--- config.mk ---
export PLATFORM = sky130hd
export DESIGN_NAME = memory_mapper
export DESIGN_NICKNAME = d
export VERILOG_FILES = /design/src/rtl/memory_pkg.sv /design/src/rtl/divmmc_automap.sv /design/src/rtl/memory_mapper.sv
export SDC_FILE = /design/constraint.sdc
export NUM_CORES = 1
export LEC_CHECK = 0
export CAP_MARGIN = 20
export CORE_MARGIN = 2
export CORE_UTILIZATION = 35
export CTS_CLUSTER_DIAMETER = 100
export DETAILED_ROUTE_END_ITERATION = 10
export DONT_BUFFER_PORTS = 1
export PLACE_DENSITY_LB_ADDON = 0.2
export SETUP_SLACK_MARGIN = 0.05
export SYNTH_ARGS = -nofsm -noshare
export SYNTH_HDL_FRONTEND = slang
export SYNTH_SLANG_ARGS = --single-unit
--- constraint.sdc ---
create_clock -name clock -period 1 [get_ports clock]
set_input_delay 0.25 -clock clock [delete_from_list [all_inputs] [get_ports clock]]
set_output_delay 0.25 -clock clock [all_outputs]
set_load 0.1 [all_outputs]
--- src/rtl/memory_pkg.sv ---
// Shared constants and types for the 128K/DivMMC paging unit: port decodes,
// automap trap addresses, SRAM region prefixes and the automap state encoding.
package memory_pkg;

   localparam logic [15:0] PORT_7FFD_MASK = 16'h8002;
   localparam logic [7:0]  PORT_E3        = 8'hE3;

   localparam logic [12:0] EXIT_PREFIX    = 13'h03FF;  // 0x1FF8-0x1FFF
   localparam logic [7:0]  INSTANT_PAGE   = 8'h3D;     // 0x3D00-0x3DFF

   localparam logic [1:0]  REGION_SPECTRUM = 2'b00;
   localparam logic [1:0]  REGION_DIV      = 2'b10;

   localparam logic [2:0]  BANK_4000   = 3'd5;
   localparam logic [2:0]  BANK_8000   = 3'd2;
   localparam logic [3:0]  MAPRAM_PAGE = 4'd3;

   typedef enum logic [1:0] {
      AM_IDLE,
      AM_PEND_MAP,
      AM_MAPPED,
      AM_PEND_UNMAP
   } automapState_t;

   function automatic logic isEntryPoint(input logic [15:0] addr);
      case (addr)
         16'h0000, 16'h0008, 16'h0038, 16'h0066, 16'h04C6, 16'h0562: return 1'b1;
         default: return 1'b0;
      endcase
   endfunction

endpackage

--- src/rtl/divmmc_automap.sv ---
// DivMMC automapper: traps opcode fetches at entry/exit points and maps the
// overlay in or out once the fetch completes. Built only with DIVMMC_EN.
`ifdef DIVMMC_EN
module divmmc_automap
   import memory_pkg::*;
(
   input  logic        clock,
   input  logic        reset,
   input  logic        cpuCe,
   input  logic        cpuM1,
   input  logic        cpuMreq,
   input  logic [15:0] cpuA,
   output logic        automapped
);

   automapState_t state;
   logic m1Prev;
   logic cancel;

   logic fetch;
   logic m1Rise;
   logic hitEntry;
   logic hitInstant;
   logic hitExit;

   assign fetch      = !cpuM1 && !cpuMreq;
   assign m1Rise     = cpuM1 && !m1Prev;
   assign hitEntry   = fetch && isEntryPoint(cpuA);
   assign hitInstant = fetch && (cpuA[15:8] == INSTANT_PAGE);
   assign hitExit    = fetch && (cpuA[15:3] == EXIT_PREFIX);

   // cancel remembers an exit trap seen while a map is still pending
   always_ff @(posedge clock or posedge reset) begin
      if (reset) begin
         state      <= AM_IDLE;
         m1Prev     <= 1'b1;
         cancel     <= 1'b0;
         automapped <= 1'b0;
      end else if (cpuCe) begin
         m1Prev <= cpuM1;
         case (state)
            AM_IDLE: begin
               if (hitInstant) begin
                  state      <= AM_MAPPED;
                  automapped <= 1'b1;
               end else if (hitEntry) begin
                  state  <= AM_PEND_MAP;
                  cancel <= 1'b0;
               end
            end
            AM_PEND_MAP: begin
               if (m1Rise) begin
                  state      <= cancel ? AM_IDLE : AM_MAPPED;
                  automapped <= !cancel;
               end else if (hitExit) begin
                  cancel <= 1'b1;
               end
            end
            AM_MAPPED: begin
               if (hitExit) state <= AM_PEND_UNMAP;
            end
            AM_PEND_UNMAP: begin
               if (m1Rise) begin
                  state      <= AM_IDLE;
                  automapped <= 1'b0;
               end
            end
            default: begin
               state      <= AM_IDLE;
               automapped <= 1'b0;
            end
         endcase
      end
   end

endmodule
`endif

--- src/rtl/memory_mapper.sv ---
// 128K-style RAM/ROM paging via port 0x7FFD plus an optional DivMMC overlay
// (port 0xE3 and automapper), enabled by defining DIVMMC_EN.
module memory_mapper
   import memory_pkg::*;
#(
   parameter int unsigned RAMBANKS = 8,
   parameter int unsigned DIVPAGES = 16,
   parameter int unsigned AW       = 21
) (
   input  logic          clock,
   input  logic          reset,
   input  logic          cpuCe,
   input  logic          cpuM1,
   input  logic          cpuMreq,
   input  logic          cpuIorq,
   input  logic          cpuWr,
   input  logic [7:0]    cpuDi,
   input  logic [15:0]   cpuA,
   output logic          romPage,
   output logic          romCs,
   output logic          divRomCs,
   output logic          divMap,
   output logic          vmmPage,
   output logic          ramWe,
   output logic [AW-1:0] ramA
);

   localparam int unsigned BW  = $clog2(RAMBANKS);
   localparam int unsigned DPW = $clog2(DIVPAGES);
   localparam logic [2:0] BANK_MASK = 3'((32'd1 << BW) - 32'd1);
   localparam logic [3:0] DIV_MASK  = 4'((32'd1 << DPW) - 32'd1);

   logic       portWr;
   logic       sel7ffd;
   logic [2:0] bankHigh;
   logic       vmmReg;
   logic       romReg;
   logic       locked;
   logic [2:0] bank;

   assign portWr  = !cpuIorq && !cpuWr;
   assign sel7ffd = portWr && ((cpuA & PORT_7FFD_MASK) == 16'h0000);

   // 0x7FFD paging register; the lock bit freezes it until reset
   always_ff @(posedge clock or posedge reset) begin
      if (reset) begin
         bankHigh <= 3'd0;
         vmmReg   <= 1'b0;
         romReg   <= 1'b0;
         locked   <= 1'b0;
      end else if (cpuCe && sel7ffd && !locked) begin
         bankHigh <= cpuDi[2:0];
         vmmReg   <= cpuDi[3];
         romReg   <= cpuDi[4];
         locked   <= cpuDi[5];
      end
   end

   assign romPage = romReg;
   assign vmmPage = vmmReg;

`ifdef DIVMMC_EN
   logic       selE3;
   logic       conmem;
   logic       mapram;
   logic [3:0] divPage;
   logic [3:0] divPageM;
   logic       automapped;

   assign selE3    = portWr && (cpuA[7:0] == PORT_E3);
   assign divPageM = divPage & DIV_MASK;

   // 0xE3 control register; mapram can only be set until the next reset
   always_ff @(posedge clock or posedge reset) begin
      if (reset) begin
         conmem  <= 1'b0;
         mapram  <= 1'b0;
         divPage <= 4'd0;
      end else if (cpuCe && selE3) begin
         conmem  <= cpuDi[7];
         mapram  <= mapram | cpuDi[6];
         divPage <= cpuDi[3:0];
      end
   end

   divmmc_automap uAutomap (
      .clock      (clock),
      .reset      (reset),
      .cpuCe      (cpuCe),
      .cpuM1      (cpuM1),
      .cpuMreq    (cpuMreq),
      .cpuA       (cpuA),
      .automapped (automapped)
   );

   assign divMap = conmem | automapped;
`else
   logic unused;
   assign unused = &{1'b0, cpuM1, cpuMreq, cpuDi[7:6], DIV_MASK};
   assign divMap = 1'b0;
`endif

   always_comb begin
      case (cpuA[15:14])
         2'b01:   bank = BANK_4000;
         2'b10:   bank = BANK_8000;
         2'b11:   bank = bankHigh;
         default: bank = 3'd0;
      endcase
   end

   // Address translation and write gating, zero latency from cpuA
   always_comb begin
      romCs    = 1'b0;
      divRomCs = 1'b0;
      ramWe    = cpuWr;
      ramA     = AW'({REGION_SPECTRUM, bank & BANK_MASK, cpuA[13:0]});
      if (cpuA[15:14] == 2'b00) begin
`ifdef DIVMMC_EN
         if (divMap) begin
            if (!cpuA[13]) begin
               ramWe = 1'b1;
               if (conmem || !mapram) divRomCs = 1'b1;
               else ramA = AW'({REGION_DIV, MAPRAM_PAGE & DIV_MASK, cpuA[12:0]});
            end else begin
               ramA = AW'({REGION_DIV, divPageM, cpuA[12:0]});
               if (mapram && !conmem && (divPageM == MAPRAM_PAGE)) ramWe = 1'b1;
            end
         end else begin
            romCs = 1'b1;
            ramWe = 1'b1;
         end
`else
         romCs = 1'b1;
         ramWe = 1'b1;
`endif
      end
   end

endmodule

# After elaboration in Yosys (flattened, before gate mapping)
# Index checks and enable logic that the tools add are counted.
# totals
regBits,6
output_inout_bits,27
# classes
n_eq_ne,3
muxes,3
reduce_logical,9
# ops
cell,n
zero test 16 bit,1
case mux 3 bit (3 select lines),1
"equality test 2 bit, second input constant",2
logical AND 1 bit,4
zero test 1 bit,3
"equality test 2 x 1 -> 1 bit, second input constant",1
zero test 2 bit,1
2-to-1 mux 1 bit,2

# Logic depth before layout (Yosys ltp)
# Gate-level depths: netlist of run 1.
# depth
ltp_word,5
ltp_mapped,3
mapped_depth_nobuf,3

# Least setup slack after synthesis of run 1
# No wires, ideal clock.
# synth_timing
path_kind,register to output
from,register bankHigh[0]
to,output port ramA[14]
arrival_time_ns,2.525
t_required_ns,0.750
slack_ns,-1.775
path_stages_with_launch,3
path_cell_list,dfrtp_1 > inv_1 > a21boi_0
# synth_via
elab_chain_cells,1
# synth_lines
item,line,source
start: declaration,memory_mapper.sv:35,logic [2:0] bankHigh;
start signal: assignment,memory_mapper.sv:52,bankHigh <= cpuDi[2:0];
case mux 3 bit (3 select lines),memory_mapper.sv:104,case (cpuA[15:14])
end: declaration,memory_mapper.sv:25,output logic [AW-1:0] ramA
# No other way between the ends.

# Worst setup path after layout of run 1
# layout_timing
from,register bankHigh[1]
to,output port ramA[15]
# Same word-level chain as after synthesis.

==> results of run 1 <==
==> repair_timing <==
item,in CTS,in global routing
hold endpoints to repair,6,0
gates resized for setup,1,0
pin swaps,2,0
hold buffers,1,0
endpoints found under the setup margin,10,10
setup buffers,2,2
==> through the flow <==
stage | area (sq um) | hold WS [ns] | worst slack (ns) | utilization | power [mW]
5_1_grt | 596 | 0.144 | -0.290 | 0.463 | 1.35
2_1_floorplan | 542 | 0.0408 | -0.412 | - | 1.14
6_report | 596 | 0.151 | -0.252 | 0.463 | 1.31
4_1_cts | 581 | 0.139 | -0.287 | 0.452 | 1.30
3_3_place_gp | 533 | 0.0590 | -0.214 | 0.415 | 1.03
3_5_place_dp | 533 | 0.0709 | -0.227 | 0.415 | 1.04
==> worst max-delay path, cell delays in order, from the launching register on <==
cell and delay [ns]:
sky130_fd_sc_hd__dfrtp_1 0.36, sky130_fd_sc_hd__inv_2 0.05, sky130_fd_sc_hd__a21boi_4 0.15, sky130_fd_sc_hd__buf_12 0.19
==> cells in the final DEF (no fill, tap or decap), types with 2 or more instances in the layout <==
master,count
sky130_fd_sc_hd__dfrtp_2,2
sky130_fd_sc_hd__buf_12,5
sky130_fd_sc_hd__mux2_4,5
sky130_fd_sc_hd__conb_1,6
sky130_fd_sc_hd__inv_2,3
sky130_fd_sc_hd__buf_4,7
sky130_fd_sc_hd__dfrtp_1,4
sky130_fd_sc_hd__a21boi_4,3
sky130_fd_sc_hd__clkbuf_4,3
==> layout make-up <==
| cell class | instances | area, sq um | area share |
|---|---|---|---|
| multi-input cells | 19 | 224 | 0.376 |
| repair buffers | 13 | 163 | 0.273 |
| flip-flops and latches | 6 | 153 | 0.256 |
| clock buffers | 3 | 22.5 | 0.0378 |
| well taps | 15 | 18.8 | 0.0315 |
| inverters | 4 | 15.0 | 0.0252 |
==> power by group <==
group	switching (mW)	internal [mW]	leakage, nW
clock network	0.0897	0.136	0.0138
registers	0.0445	0.304	0.0704
logic	0.450	0.287	0.224
==> registers in the layout (all words and copies together) (netlist names) <==
name	flops
romPage	1
vmmPage	1
bankHigh	3
locked	1
==> path summary, 6_finish.rpt <==
check	start	endpoint	slack, ns	cells past startpoint
setup / recovery	bankHigh[1]	ramA[15]	-0.25	3
hold / removal	cpuDi[1]	bankHigh[1]	0.15	1
setup reg to reg	locked	romPage	-0.03	2
hold reg to reg	locked	locked	0.55	2
max in group asynchronous	reset	vmmPage	0.44	2
min in group asynchronous	reset	locked	0.36	2
==> kinds of logic (layout without fill, tap and decap cells) <==
kind of cell / Yosys count / after routing / synth area share
DFF: 6 / 6 / 0.315
and+or+nand+nor: 4 / 4 / 0.108
AOI/OAI and AO/OA: 4 / 4 / 0.0656
other: 1 / 6 / 0.00787
buffers and inverters: 24 / 20 / 0.346
muxes: 5 / 5 / 0.157
==> per-layer routing <==
metal  vias to the layer above  share of wire  wire [microns]  global-route usage
met3                         2           0.11              90              0.0380
met4                         0          0.033              27               0.142
met1                       118           0.35             282               0.100
met5                         -              0               0                   0
li1                        116              -               -                   -
met2                        25           0.50             409               0.172
==> out/results.txt, run 1 <==
The flow ran to the end, but the final reports show violations. The checks that failed: setup timing. Clock latency on the worst-skew pair, taken at its later pin, is 0.24 ns. The count of buffers from port buffering is 0. The logs give 0.75 ns for the data required time of the critical path and 0 for the number of antenna diodes. The die outline width works out to 40.9 microns. The synthesized netlist occupies a cell area of 477 sq um.

Nature of the critical path endpoint: an output pin. The root buffer cell chosen for the clock tree is sky130_fd_sc_hd__clkbuf_4. The number of max-slew violations in the final report is 0, and the largest net degree at the start of global routing is 7.

The minimum clock period after layout was 1.25 ns; the net count of the finished layout was 78. The run gives 0.111 as the total routing resource utilization after global routing. After detailed routing, the number of remaining DRC violations is 0. The run gives 0.308 nW as the leakage power. TritonCTS built the clock tree. The fraction of registers with async set or reset after synthesis is 1.00. The most common cell in the synthesized netlist is sky130_fd_sc_hd__buf_4. The starting density of the core came out at 0.371. The flip-flop cell with the highest count after synthesis was sky130_fd_sc_hd__dfrtp_1.

The number of unique standard cell types used by synthesis was 11. In this run the worst hold path is classified as input pin to register. In this run, the number of DRC markers left after iteration 0 of detailed routing was 0. The logs give 0 for the initial antenna violation count and 0 for the reported max-cap violation count.

The count of flip-flops with a built-in enable after synthesis came out at 0. Dividing the detail-routed via count by the number of cells gives 4.35. The number of H-tree levels is 1. Counting instances in the post-synthesis netlist gives the leading cell types as 20 x sky130_fd_sc_hd__buf_4, 6 x sky130_fd_sc_hd__dfrtp_1, 5 x sky130_fd_sc_hd__mux2_4.

The via total after detailed routing came out at 261. Wires add up to 810 microns. Along the worst path, the maximum fanout reaches 2. The count of non-filler cells in the finished layout is 60, and the first-pass GRT wire length is 1100 microns.

The detail route stage leaves a number of antenna-violating nets equal to 0. The die outline height was 40.9 microns; the worst path setup slack after routing was -0.252 ns. The area fraction of the dominant cell type after synthesis is 0.315, and the placed cell count is 52. After synthesis, the mean cell area works out to 10.8 sq um. After filler insertion, the fill cell instance count of the layout stands at 132. The tools report the startpoint type of the worst setup path as a register. The cell count after synthesis came out at 44. The share of final-layout standard cells stronger than drive strength 1 was 0.733; the post-synthesis to final-layout area growth was 24.9%. The number of global-route vias before repair was 281. For the total clock buffers created by CTS, the log shows 3. The number of buffers between clock root and the deepest sink is 2, and the number of search-and-repair iterations in the first detailed-routing pass is 1. The row count is 13, and the power density over cell area is 2200 mW/mm^2. Setup repair after global routing could not meet its margin everywhere. For the total I/O pin count, the log shows 58. The worst-case clock skew came out at 0.000573 ns.

Global routing finished with a remaining overflow of 0. For this run, the number of Yosys warnings is 0. The critical path is of the register to output pin type.

The total negative setup slack is -1.00 ns. The clock-pin transition on the worst setup and hold timing paths came out at 0.04 ns. The count of clock tree sinks was 6; the setup-violating endpoint count in the final report was 10. Dividing the detail-routed wire length by the instance count gives 13.5 microns.

The biggest area consumer among synthesized cells is sky130_fd_sc_hd__buf_4. The sequential area share after synthesis was 0.315; the final cycle utilization of the critical path was 1.25. At the worst endpoint, the arrival time is 1.00 ns. For the upper clock frequency limit, the log shows 799 MHz. Ranked by total cell area, the synthesized netlist is headed by sky130_fd_sc_hd__buf_4 31%, sky130_fd_sc_hd__dfrtp_1 31%, sky130_fd_sc_hd__mux2_4 16%. The maximum VDD drop is 0.852 mV.

The die covers 0.00167 sq mm. The run gives 0.00128 sq mm as the core box area. The hold violation total from the final report was 0; the synthesis-stage register bit count was 6.

For the final weighted congestion in routability-driven placement, the log shows 0.607.
(Power assumes the default switching activity.)
==> run 2, diff against run 1 <==
- BUFFER_PORTS_ARGS: default -> -buffer_cell sky130_fd_sc_hd__clkbuf_2
- CORE_UTILIZATION: 35 -> 28
- DONT_BUFFER_PORTS: 1 -> default
==> run 2 against run 1 <==
The flow still finishes with violations (setup timing); largest cell class is now non-clock buffers; maximum frequency grew 2.1%; critical endpoint is now ramA[14]; sequential power about the same; non-clock buffer count increased by 19; cell count is 33% higher; critical path depth unchanged.
==> out/results.txt, run 2 (synthesis results as in run 1) <==
The design area is 779 sq um (was 596 sq um), and the post-route antenna net violation count is 0 (unchanged). The total I/O pin count was 58 (unchanged). Via density per instance: 4.05 (was 4.35). The most frequent standard cell in the layout excluding fill and tap cells was sky130_fd_sc_hd__clkbuf_2 (was sky130_fd_sc_hd__buf_4).

The net switching fraction of the power was 0.441 (was 0.446); the area of placed instances was 689 sq um (was 533 sq um). TritonCTS built the clock tree. The run gives 626 uW (was 584 uW) as the power dissipated by switching net loads. The worst hold path cell count is 2 (was 1). The number of global-route vias before repair was 335 (was 281). For the data required time of the critical path, the log shows 0.75 ns (about the same). The run gives 0 (unchanged) as the initial antenna violation count.

The total half-perimeter wirelength after legalization and detailed placement is 664 microns. The kind of path behind the tightest hold check was input pin to register (unchanged). The number of search-and-repair iterations in the first detailed-routing pass was 1 (unchanged); the largest net degree at the start of global routing was 7 (unchanged).

The total routing resource utilization after global routing was 0.0959 (was 0.111); the minimum clock period after layout was 1.23 ns (was 1.25 ns). The number of DRC markers after the initial detailed-route iteration is 0 (unchanged), and the worst-case clock skew is 0.00235 ns (was 0.000573 ns). The number of design rule violations left after detail routing is 0 (unchanged).

The die outline width is 45.3 microns (was 40.9 microns), and the proportion of power drawn by combinational gates is 0.597 (was 0.562). CP Cell Sequence: inv_2 -> a21boi_4 -> buf_12 (unchanged). Cell at the slowest stage of the critical path: sky130_fd_sc_hd__dfrtp_1 (unchanged). The via total after detailed routing was 324 (was 261). The capturing point of the worst reg2reg path is vmmPage (was romPage). For the worst path setup slack after routing, the log shows -0.227 ns (was -0.252 ns). The tools report the core box area as 0.00156 sq mm (was 0.00128 sq mm).

The first-pass GRT wire length is 1370 microns (was 1100 microns). The maximum VDD drop is 0.852 mV (about the same), and the number of max-slew violations in the final report is 0 (unchanged). For the net count of the finished layout, the log shows 97 (was 78). The run gives 0.637 (was 0.607) as the final weighted congestion in routability-driven placement. The total clock buffers created by CTS is 3 (unchanged). Nature of the critical path endpoint: an output pin (unchanged).

The flip-flop count of the largest register, all copies and words added was 3 (unchanged). The delay of the slowest cell on the worst path was 0.36 ns (about the same); the power density over cell area was 1820 mW/mm^2 (was 2200 mW/mm^2). The logs give 0 (unchanged) for the number of antenna diodes and 12 (was 10) for the setup-violating endpoint count in the final report. The run gives 0.155 (was 0.172) as the share of power burned in the clock network. The worst reg-to-reg setup slack was -0.04 ns (was -0.03 ns).

The global-route congestion overflow total was 0 (unchanged). Most frequent cells in the layout: 11 x sky130_fd_sc_hd__clkbuf_2, 8 x sky130_fd_sc_hd__buf_12, 8 x sky130_fd_sc_hd__buf_4 (was 7 x sky130_fd_sc_hd__buf_4, 6 x sky130_fd_sc_hd__conb_1, 5 x sky130_fd_sc_hd__mux2_4, 5 x sky130_fd_sc_hd__buf_12, 4 x sky130_fd_sc_hd__dfrtp_1). The count of non-filler cells in the finished layout was 80 (was 60). The worst min-delay path endpoint is bankHigh[1] (unchanged). The design internal power came out at 792 uW (was 726 uW).

Classification of the worst setup path: register to output pin (unchanged). The die outline height is 45.3 microns (was 40.9 microns). Overall power: 1.42 mW (was 1.31 mW).

The startpoint type of the worst setup path is a register (unchanged). The placed cell count was 73 (was 52). The run finished, with violations left. The startpoint of the worst hold path is cpuDi[1] (unchanged). The run gives 841 microns (was 810 microns) as the total routed wirelength. The row count is 14 (was 13). The tools report the filler cell count as 154 (was 132). The critical path data arrival time was 0.98 ns (was 1.00 ns). The number of H-tree levels was 1 (unchanged). Count of buffers from port buffering: 21 (was 0). The clock-pin transition on the worst setup and hold timing paths was 0.05 ns (was 0.04 ns); the number of cell instances on the worst register-to-register path was 2 (unchanged).

The start of the worst register-to-register path was locked (unchanged). The starting density of the core came out at 0.306 (was 0.371). Setup repair after global routing could not meet its margin everywhere. The register with the most flip-flops is bankHigh (unchanged).

The area enclosed by the die boundary is 0.00205 sq mm (was 0.00167 sq mm), and the share of total power in sequential cells is 0.248 (was 0.266). The leakage power came out at 0.417 nW (was 0.308 nW). The biggest fanout along the worst timing path came out at 2 (unchanged). Violated checks: setup timing (unchanged).

The number of buffers between clock root and the deepest sink is 2 (unchanged), and the final cycle utilization of the critical path is 1.23 (was 1.25). The reported max-cap violation count is 0 (unchanged), and the post-synthesis to final-layout area growth is 63.5% (was 24.9%). The hold violation total from the final report came out at 0 (unchanged). Clock tree root buffer cell: sky130_fd_sc_hd__clkbuf_4 (unchanged). The wire length per cell after detailed routing works out to 10.5 microns (was 13.5 microns).

The upper clock frequency limit is 815 MHz (was 799 MHz). The count of clock tree sinks came out at 6 (unchanged). For the clock latency of the later-clocked register in the worst-skew pair, the log shows 0.24 ns (about the same). Share of final-layout standard cells stronger than drive strength 1: 0.813 (was 0.733).
==> run 2: cell count changes in the layout (fill, tap and decap cells not counted), sizes merged <==
cell | previous run | this run
clkbuf | 3 | 15
buf | 12 | 19
==> run 2: cell type report <==
class                           count  area, sq um  share of cell area
Clock buffer                        3         22.5              0.0289
Inverter                            4         15.0              0.0193
Multi-Input combinational cell     19          233               0.299
Sequential cell                     6          153               0.196
Tap cell                           16         20.0              0.0257
Timing Repair Buffer               32          337               0.432
==> run 2: worst max-delay path by stage <==
| stage | startpoint | endpoint | cells after the start |
|---|---|---|---|
| finish | bankHigh[0] | ramA[14] | 3 |
| global route | bankHigh[2] | ramA[16] | 3 |
| floorplan | cpuA[15] | ramWe | 2 |
| global placement | cpuA[15] | vmmPage | 4 |
| detailed placement | cpuA[15] | vmmPage | 4 |
| CTS | bankHigh[1] | ramA[15] | 3 |
==> run 2: critical path: cells and delay by family, from the launching register on <==
family,cells,cell delay [ns]
AOI/OAI and AO/OA,1,0.14
buffers and inverters,2,0.24
DFF,1,0.36
==> run 2: per-stage QoR <==
step	hold slack [ns]	utilization	worst slack, ns	TNS, ns
after detailed placement	0.159	0.442	-0.336	-2.61
after global routing	0.238	0.500	-0.285	-1.74
after global placement	0.156	0.442	-0.327	-2.56
after floorplan	0.0408	-	-0.412	-1.79
after CTS	0.232	0.484	-0.246	-1.58
final	0.239	0.500	-0.227	-1.35
==> run 2: per-layer routing <==
layer / vias up / track usage / share of wire
met5: - / 0 / 0
met4: 0 / 0.0824 / 0.0048
met3: 2 / 0.0320 / 0.15
met2: 32 / 0.143 / 0.46
met1: 136 / 0.109 / 0.39
li1: 154 / - / -
==> run 2: power by group through the flow <==
| stage | Clock (mW) | Sequential [mW] | Combinational [mW] |
|---|---|---|---|
| 2_1_floorplan | 0 | 0.474 | 0.666 |
| 3_3_place_gp | 0 | 0.350 | 0.797 |
| 3_5_place_dp | 0 | 0.349 | 0.801 |
| 4_1_cts | 0.232 | 0.349 | 0.815 |
| 5_1_grt | 0.245 | 0.359 | 0.878 |
| 6_report | 0.220 | 0.351 | 0.846 |
==> run 2: timing repair <==
item	4_1_cts	5_1_grt
resized for setup	5	2
setup buffers	1	3
pin swaps	3	4
hold buffers	1	0
endpoints found under the hold margin	6	0
endpoints found under the setup margin	12	13
==> run 3, diff against run 2 <==
- CORE_ASPECT_RATIO: default -> 0.8
- SLEW_MARGIN: default -> 0
==> run 3 against run 2 <==
The flow still finishes with violations (setup timing); first-iteration DRC count stayed put; sequential share of layout area is 1.6 points higher; critical path depth stayed put; hold slack worse by 0.010 ns; routed wire length is 5.2% lower; flip-flop and latch count stayed put; clock-buffer cell count is 1 higher; non-clock buffer count is 7 lower; worst setup slack worse by 0.038 ns; clock power is 15% higher; critical path type unchanged; register-to-register slack hardly changed; clock skew is 0.0020 ns higher.
==> out/results.txt, run 3 (synthesis results as in run 1) <==
The run gives 0.0897 (was 0.0959) as the total routing resource utilization after global routing. The die outline height came out at 40.9 microns (was 45.3 microns). Most frequent cells in the layout: 11 x sky130_fd_sc_hd__clkbuf_2, 8 x sky130_fd_sc_hd__buf_12, 6 x sky130_fd_sc_hd__conb_1 (was 11 x sky130_fd_sc_hd__clkbuf_2, 8 x sky130_fd_sc_hd__buf_12, 8 x sky130_fd_sc_hd__buf_4). For the leakage power, the log shows 0.376 nW (was 0.417 nW). The run gives 719 sq um (was 779 sq um) as the design area. TritonCTS built the clock tree. The number of antenna diodes was 0 (unchanged); the area of placed instances was 659 sq um (was 689 sq um). The run gives 153 sq um (unchanged) as the flip-flop and latch area. The number of cell instances on the worst register-to-register path came out at 2 (unchanged).

Violated checks: setup timing (unchanged). For the total clock buffers created by CTS, the log shows 3 (unchanged). The worst-case clock skew is 0.00437 ns (was 0.00235 ns), and the worst hold path cell count is 2 (unchanged). CP Cell Sequence: inv_2 -> a21boi_4 -> buf_12 (unchanged). Largest net degree at the start of global routing: 7 (unchanged).

For the reported max-cap violation count, the log shows 0 (unchanged). The count of clock tree sinks came out at 6 (unchanged). The number of H-tree levels was 1 (unchanged); the total negative setup slack was -1.51 ns (was -1.35 ns). The logs give 0 (unchanged) for the number of design rule violations left after detail routing and 0.296 (was 0.306) for the starting density of the core. The post-route antenna net violation count was 0 (unchanged). The tools report the number of global-route vias before repair as 283 (was 335).

The maximum VDD drop came out at 1.01 mV (was 0.852 mV). The minimum clock period after layout is 1.26 ns (was 1.23 ns), and the data required time of the critical path is 0.75 ns (about the same). The number of search-and-repair iterations in the first detailed-routing pass is 1 (unchanged). The clock-pin transition on the worst setup and hold timing paths came out at 0.05 ns (about the same). The run gives 0 (unchanged) as the initial antenna violation count.

The placed cell count came out at 74 (was 73). The final weighted congestion in routability-driven placement was 0.609 (was 0.637). The tools report the number of DRC markers after the initial detailed-route iteration as 0 (unchanged).

The tools report the area enclosed by the die boundary as 0.00205 sq mm (about the same). The tools report the startpoint type of the worst setup path as a register (unchanged). The power density over cell area is 1910 mW/mm^2 (was 1820 mW/mm^2). For the upper clock frequency limit, the log shows 791 MHz (was 815 MHz).

Worst path setup slack after routing: -0.265 ns (was -0.227 ns). Count of non-filler cells in the finished layout: 80 (unchanged). Row count: 13 (was 14). The logs give 797 microns (was 841 microns) for the total routed wirelength and 613 microns (was 664 microns) for the total half-perimeter wirelength after legalization and detailed placement. For the number of buffers between clock root and the deepest sink, the log shows 2 (unchanged).

Setup repair after global routing could not meet its margin everywhere. The total I/O pin count was 58 (unchanged); the overall power was 1.38 mW (was 1.42 mW). The kind of path behind the tightest hold check was input pin to register (unchanged).

The setup-violating endpoint count in the final report was 12 (unchanged); the via density per instance was 3.81 (was 4.05). The post-synthesis to final-layout area growth works out to 50.9% (was 63.5%). For the core box area, the log shows 0.00161 sq mm (was 0.00156 sq mm). The share of final-layout standard cells stronger than drive strength 1 came out at 0.776 (was 0.813). The hold violation total from the final report came out at 0 (unchanged). The delay of the slowest cell on the worst path was 0.36 ns (about the same). The tools report the global-route congestion overflow total as 0 (unchanged).

The tools report the clock latency of the later-clocked register in the worst-skew pair as 0.25 ns (was 0.24 ns). Via total after detailed routing: 305 (was 324). The tools report the nature of the critical path endpoint as an output pin (unchanged). The die outline width was 50.1 microns (was 45.3 microns); the filler cell count was 144 (was 154). For the critical path data arrival time, the log shows 1.01 ns (was 0.98 ns).

Cell at the slowest stage of the critical path: sky130_fd_sc_hd__dfrtp_1 (unchanged). The final cycle utilization of the critical path came out at 1.26 (was 1.23). Register with the most flip-flops: bankHigh (unchanged).

The count of buffers from port buffering works out to 21 (unchanged). Most frequent standard cell in the layout excluding fill and tap cells: sky130_fd_sc_hd__clkbuf_2 (unchanged). The flow ran to the end, but the final reports show violations. The number of max-slew violations in the final report was 0 (unchanged); the net count of the finished layout was 90 (was 97).

The classification of the worst setup path was register to output pin (unchanged). The biggest fanout along the worst timing path works out to 2 (unchanged). The first-pass GRT wire length came out at 1190 microns (was 1370 microns).

The wire length per cell after detailed routing is 9.96 microns (was 10.5 microns), and the flip-flop count of the largest register, all copies and words added is 3 (unchanged). The tools report the area of the multi-input gates as 224 sq um (was 233 sq um). The clock tree root buffer cell is sky130_fd_sc_hd__clkbuf_4 (unchanged).
-- run 3: final timing paths --
kind | start | to | slack (ns)
max | bankHigh[1] | ramA[15] | -0.26
max in group asynchronous | reset | romPage | 0.35
min reg2reg | locked | locked | 0.47
min | cpuDi[4] | romPage | 0.23
min in group asynchronous | reset | bankHigh[2] | 0.44
max reg2reg | locked | bankHigh[1] | -0.03
-- run 3: worst max-delay path, delay by kind of cell, from the launching register on --
kind	cells	cell delay, ns
compound gates	1	0.16
buf+inv	2	0.24
flops	1	0.36
-- run 3: through the flow --
stage,setup slack (ns),hold WS (ns),util
final,-0.265,0.229,0.447
after global routing,-0.309,0.225,0.447
after global placement,-0.318,0.151,0.409
after floorplan,-0.412,0.0408,-
after detailed placement,-0.349,0.163,0.409
after CTS,-0.271,0.221,0.437
-- run 3: cell type report --
cell class	count	share of cell area
Tap cell	22	0.0383
Sequential cell	6	0.212
Multi-Input combinational cell	19	0.311
Clock buffer	4	0.0365
Timing Repair Buffer	25	0.381
Inverter	4	0.0209
-- run 3: layer usage --
layer  wire [microns]  vias up  GRT usage
li1                 -      144          -
met1              334      140      0.105
met2              333       18      0.109
met3              106        3     0.0547
met4               23        0     0.0903
met5                0        -          0
-- run 3: repair_timing --
action | 4_1_cts | 5_1_grt
buffers inserted | 0 | 1
pin swaps | 3 | 1
hold buffers | 1 | 0
endpoints found under the hold margin | 6 | 0
resized for setup | 2 | 2
endpoints found under the setup margin | 12 | 12
-- run 3: report_power, final --
part	internal, mW	total (mW)	switching (mW)	leakage, nW
clock	0.152	0.254	0.102	0.0150
sequential	0.304	0.350	0.0465	0.0704
combinational	0.294	0.773	0.479	0.291
total	0.750	1.38	0.627	0.376
